**config.mk**
```make
export PLATFORM = sky130hd
export DESIGN_NAME = instruction_fetch
export DESIGN_NICKNAME = d
export VERILOG_FILES = /design/src/rtl/instruction_fetch.sv
export SDC_FILE = /design/constraint.sdc
export NUM_CORES = 1
export LEC_CHECK = 0
export ABC_AREA = 1
export CAP_MARGIN = 5
export CELL_PAD_IN_SITES_DETAIL_PLACEMENT = 0
export CELL_PAD_IN_SITES_GLOBAL_PLACEMENT = 1
export CORE_MARGIN = 4
export CORE_UTILIZATION = 33
export DETAILED_ROUTE_END_ITERATION = 8
export PLACE_DENSITY = 0.77
export SLEW_MARGIN = 20
export SYNTH_ARGS = -nofsm -noshare
export SYNTH_HDL_FRONTEND = slang
export SYNTH_SLANG_ARGS = --single-unit
```
**constraint.sdc**
```tcl
create_clock -name clk -period 1.8 [get_ports clk]
set_input_delay 0.36 -clock clk [delete_from_list [all_inputs] [get_ports clk]]
set_output_delay 0.36 -clock clk [all_outputs]
set_load 0.005 [all_outputs]
```
**src/rtl/instruction_fetch.sv**
```systemverilog
`default_nettype none
// ============================================================================
// instruction_fetch : LEGv8 fetch stage - owns the PC, reads instruction
//                     memory, hands {Instruction, Address} to decode.
// Revision 1.0
// ============================================================================
module instruction_fetch #(
    parameter int unsigned       ADDR_W   = 64,
    parameter int unsigned       INSTR_W  = 32,
    parameter logic [ADDR_W-1:0] RESET_PC = '0
) (
    input  logic               clk,
    input  logic               rst_n,
    output logic               imem_req,
    output logic [ADDR_W-1:0]  imem_addr,
    input  logic               imem_rvalid,
    input  logic [INSTR_W-1:0] imem_rdata,
    output logic               dec_valid,
    input  logic               dec_ready,
    output logic [INSTR_W-1:0] Instruction,
    output logic [ADDR_W-1:0]  Address,
    input  logic               PCSrc,
    input  logic [ADDR_W-1:0]  BranchAddress
);

    typedef enum logic [1:0] {
        ST_FETCH = 2'd0,
        ST_WAIT  = 2'd1,
        ST_HOLD  = 2'd2,
        ST_DRAIN = 2'd3
    } state_t;

    state_t               state, state_next;
    logic [ADDR_W-1:0]    pc, pc_next;
    logic                 valid_next;
    logic [INSTR_W-1:0]   instr_next;
    logic [ADDR_W-1:0]    addr_next;
    logic [ADDR_W-1:0]    target;
    logic                 unused_ba_lsbs;

    // Redirect targets are forced word-aligned so pc[1:0] stays 00.
    assign target         = {BranchAddress[ADDR_W-1:2], 2'b00};
    assign unused_ba_lsbs = ^BranchAddress[1:0];

    assign imem_req  = rst_n && (state == ST_FETCH) && !PCSrc;
    assign imem_addr = pc;

    always_ff @(posedge clk or negedge rst_n) begin
        if (!rst_n) begin
            state       <= ST_FETCH;
            pc          <= RESET_PC;
            dec_valid   <= 1'b0;
            Instruction <= '0;
            Address     <= '0;
        end else begin
            state       <= state_next;
            pc          <= pc_next;
            dec_valid   <= valid_next;
            Instruction <= instr_next;
            Address     <= addr_next;
        end
    end

    always_comb begin
        state_next = state;
        pc_next    = pc;
        valid_next = dec_valid;
        instr_next = Instruction;
        addr_next  = Address;
        case (state)
            ST_FETCH: begin
                if (PCSrc) pc_next = target;
                else       state_next = ST_WAIT;
            end
            ST_WAIT: begin
                if (PCSrc) begin
                    pc_next    = target;
                    state_next = imem_rvalid ? ST_FETCH : ST_DRAIN;
                end else if (imem_rvalid) begin
                    instr_next = imem_rdata;
                    addr_next  = pc;
                    pc_next    = pc + ADDR_W'(4);
                    valid_next = 1'b1;
                    state_next = ST_HOLD;
                end
            end
            ST_HOLD: begin
                // A redirect squashes the held instruction even if decode takes it.
                if (PCSrc) begin
                    valid_next = 1'b0;
                    pc_next    = target;
                    state_next = ST_FETCH;
                end else if (dec_ready) begin
                    valid_next = 1'b0;
                    state_next = ST_FETCH;
                end
            end
            ST_DRAIN: begin
                if (PCSrc)       pc_next    = target;
                if (imem_rvalid) state_next = ST_FETCH;
            end
            default: state_next = ST_FETCH;
        endcase
    end

endmodule
`default_nettype wire

```
==> reports/qor.csv <==
stage;metric;value;unit
global_routing;initial antenna violation count;0;
worst_setup_path;Setup crit end;imem_addr[20]$_DFFE_PN0P_;
run_status;failing checks;negative setup slack;
floorplanning;die width;171;um
timing;fin. max-slew vios;0;
worst_setup_path;R2R Path Start;imem_addr[3]$_DFFE_PN0P_;
timing;Max-slew headroom;37.6;%
power;Design Power;17.7;mW
drt;Initial DRT Pass Iterations;5;
cts;latest clock arrival within the worst-skew pair;0.44;ns
cts;CTS Buf Count;17;
timing;Setup-failing EPs final;1;
global_routing;first-pass GRT wire length;54200;um
drt;routed len/inst;17.8;um
final_layout;ANT cells;0;
yosys;Post-Synthesis Cells;1266;
worst_setup_path;nature of the critical path endpoint;flip-flop;
power;VDD IR-drop max;0.658;mV
worst_setup_path;Critical Path AT;2.17;ns
global_routing;largest net degree at the start of global routing;160;
cts;Longest Clk Path Bufs;2;
cts;Worst-path clk slew;0.07;ns
final_layout;area of the multi-input gates;4440;um^2
placement;GP Congestion;0.933;
worst_setup_path;Reg2Reg Setup Slack;-0.004;ns
yosys;Main synth FF type;dfrtp_1;
cts;clk root buf;clkbuf_16;
timing;clock skew;0.0120;ns
final_layout;Final Net Count;1792;
drt;vias per inst;4.85;
floorplanning;# IOs;263;
timing;Final Hold Vio Count;0;
timing;Setup TNS;-0.00357;ns
drt;vias post-DR;9893;
final_layout;area grow syn2layout;59.6;%
floorplanning;Die Span Y;171;um
yosys;Distinct cells, synth;31;
yosys;area leader, netlist;dfrtp_1;
floorplanning;Die Area;29300;um^2
yosys;register area share after synthesis;45.3;%
placement;post-place instance area;12600;um^2
global_routing;GR Overflow Total;0;
power;Gate power share;45.8;%
final_layout;layout cell share with drive strength beyond 1;21.1;%
timing;RSZ-0062 raised after global routing;true;
timing;Highest Clock Rate;554;MHz
worst_setup_path;crit path launch type;flip-flop;
yosys;synth top area cells;dfrtp_1 45%, nand2_1 21%, nor2_1 6.7%;
worst_setup_path;critical path peak fanout;5;
final_layout;design area;14000;um^2
global_routing;vias in the first global route;9588;
run_status;status;complete, but fails checks;
yosys;post-synth top area share;45.3;%
placement;input/output buffers;256;
power;switching pwr;6.48;mW
cts;clock net sink count;159;
drt;final WL;36200;um
power;Pwr per Cell Area;1260;nW/um^2
yosys;Synth Register Bits;159;
power;sequential share of power;33.4;%
timing;final critical-path share of the clock period;100;%
floorplanning;Starting Density;33.6;%
floorplanning;Cell Rows;59;
drt;Post-DRT Antenna Nets;0;
power;clock network power share;20.8;%
worst_setup_path;RR Endpoint;imem_addr[20]$_DFFE_PN0P_;
yosys;Yosys Warn Count;0;
global_routing;GRT Util Overall;24.1;%
placement;HPWL Detailed;27400;um
drt;DRT iter0 DRCs;751;
final_layout;fill cell count;2595;
worst_setup_path;CP Data Required Time;2.16;ns
run;MaxCap Viol Count;0;
yosys;Mean Syn Cell Area;6.93;um^2
final_layout;Sequential cell area;4010;um^2
power;internal power;11.2;mW
worst_setup_path;Worst Reg-to-Reg Cells;10;
placement;post-place setup slack;-0.0717;ns
yosys;async set or reset register ratio after synthesis;100;%
timing;Setup WS post-layout;-0.00357;ns
cts;CTS H-tree depth;4;
floorplanning;core area;26100;um^2
worst_setup_path;Worst Setup Path Type;reg2reg;
power;leakage;6.79;nW
cts;CTS tree;done;
yosys;mapped cell area;8770;um^2
timing;Worst Max-Slew Pin Slew;0.936;ns
worst_setup_path;crit path from;imem_addr[3]$_DFFE_PN0P_;
power;Switching Fraction;36.7;%
yosys;EDFF count, synth;0;
timing;fin crit period;1.80;ns
min_path;Min-Delay Path Class;in2async;
drt;# DRC;0;
cts;Hold-fix buffers, CTS;0;
## worst max-delay path, stage by stage, from the launching register on
cell and delay, ns:
dfrtp_1 0.36, ha_2 0.20, nand2_2 0.07, nor2_4 0.18, nand3_4 0.11, buf_6 0.14, nor2_4 0.23, buf_6 0.14
xor2_1 0.13, nor2_1 0.05, o21ai_1 0.12
## through the flow
stage               hold slack (ns)  instances  utilization, %
floorplan                    0.0644       1269               -
global placement              0.453       1941            48.1
detailed placement            0.458       1941            48.1
CTS                           0.148       2010            51.4
global route                  0.171       2038            53.6
finish                       0.0588       2038            53.6
## kinds of logic (layout without fill, tap and decap cells)
kind of cell	Yosys count	in the layout	share of synthesized area, %
AND/OR/NAND/NOR	787	787	37.0
flip-flops	159	159	45.3
buffers and inverters	159	593	7.37
AO/OA/AOI/OAI	155	155	9.65
XOR/XNOR	4	4	0.399
adder cells (fa/ha/maj)	1	1	0.143
other	1	4	0.0427
## cell usage after synthesis (5+ instances only)
cell and number:
a21oi_1 22, o22ai_1 23, buf_4 5, nor2_2 7
dfrtp_1 159, o21ai_1 22, inv_1 104, clkbuf_1 22
buf_2 19, a211oi_1 5, nand2_2 8, nand3_1 77
o21ai_0 71, nor2_1 157, nand2_1 498, nor2_4 13
nand4_1 16, inv_2 7, nor3_1 9
## layout by cell type, fill, tap and decap left out, types with 3 or more instances in the layout
cell,netlist,final
nand2_1,498,474
clkdlybuf4s50_1,0,213
buf_4,5,182
dfrtp_1,159,136
nor2_1,157,124
inv_1,104,101
nand3_1,77,73
o21ai_0,71,61
nand2_2,8,31
o21ai_1,22,29
nor2_4,13,27
nor2_2,7,26
dfrtp_2,0,23
o22ai_1,23,22
a21oi_1,22,21
dlymetal6s2s_1,0,21
dlygate4sd2_1,0,20
clkbuf_16,0,17
nand4_1,16,16
inv_2,7,8
buf_6,1,7
nor3_1,9,6
buf_12,0,6
a211oi_1,5,5
nand3_2,1,4
a31oi_1,4,4
xor2_1,4,4
o211ai_1,4,4
conb_1,1,4
inv_6,0,4
o21ai_2,0,3
nor3_2,0,3
clkinvlp_4,0,3
clkinv_4,0,3
## worst min path at each step
stage,startpoint,endpoint
global route,rst_n,Address[15]$_DFFE_PN0P_
global placement,Instruction[10]$_DFFE_PN0P_,Instruction[10]$_DFFE_PN0P_
finish,rst_n,state[1]$_DFFE_PN0P_
detailed placement,Instruction[9]$_DFFE_PN0P_,Instruction[9]$_DFFE_PN0P_
floorplan,rst_n,Address[10]$_DFFE_PN0P_
CTS,rst_n,Address[15]$_DFFE_PN0P_
## power by group through the flow
| stage | Clock (mW) | Sequential [mW] | Combinational (mW) |
|---|---|---|---|
| 6_report | 3.67 | 5.90 | 8.09 |
| 5_1_grt | 3.91 | 6.09 | 8.92 |
| 4_1_cts | 3.74 | 5.94 | 7.78 |
| 3_5_place_dp | 0 | 6.06 | 7.41 |
| 3_3_place_gp | 0 | 6.03 | 7.34 |
| 2_1_floorplan | 0 | 6.04 | 2.66 |
## layer usage
metal  share of wire [%]  vias to the layer above  GRT usage [%]  wire, um
li1                    -                     4872              -         -
met1                  44                     4582           32.3     15900
met2                  46                      386           39.2     16700
met3                 7.7                       53           5.18      2770
met4                 2.5                        0           7.37       896
met5                   0                        -              0         0
## area by class of cell
type / count / share of cell area [%]
Multi-Input combinational cell: 951 / 31.7
Inverter: 111 / 3.02
Tap cell: 335 / 2.99
Clock buffer: 19 / 3.16
Clock inverter: 13 / 0.911
Timing Repair Buffer: 450 / 29.6
Sequential cell: 159 / 28.6
## state kept, by name (all words and copies together) (netlist names)
signal	cells
dec_valid	1
Address	62
imem_addr	62
Instruction	32
state	2
## timing repair
action	in CTS	in global routing
setup buffers	37	28
gates resized for setup	45	123
endpoints found under the setup margin	57	70
pin swaps	0	26
endpoints found under the hold margin	0	0
(Power assumes the default switching activity.)
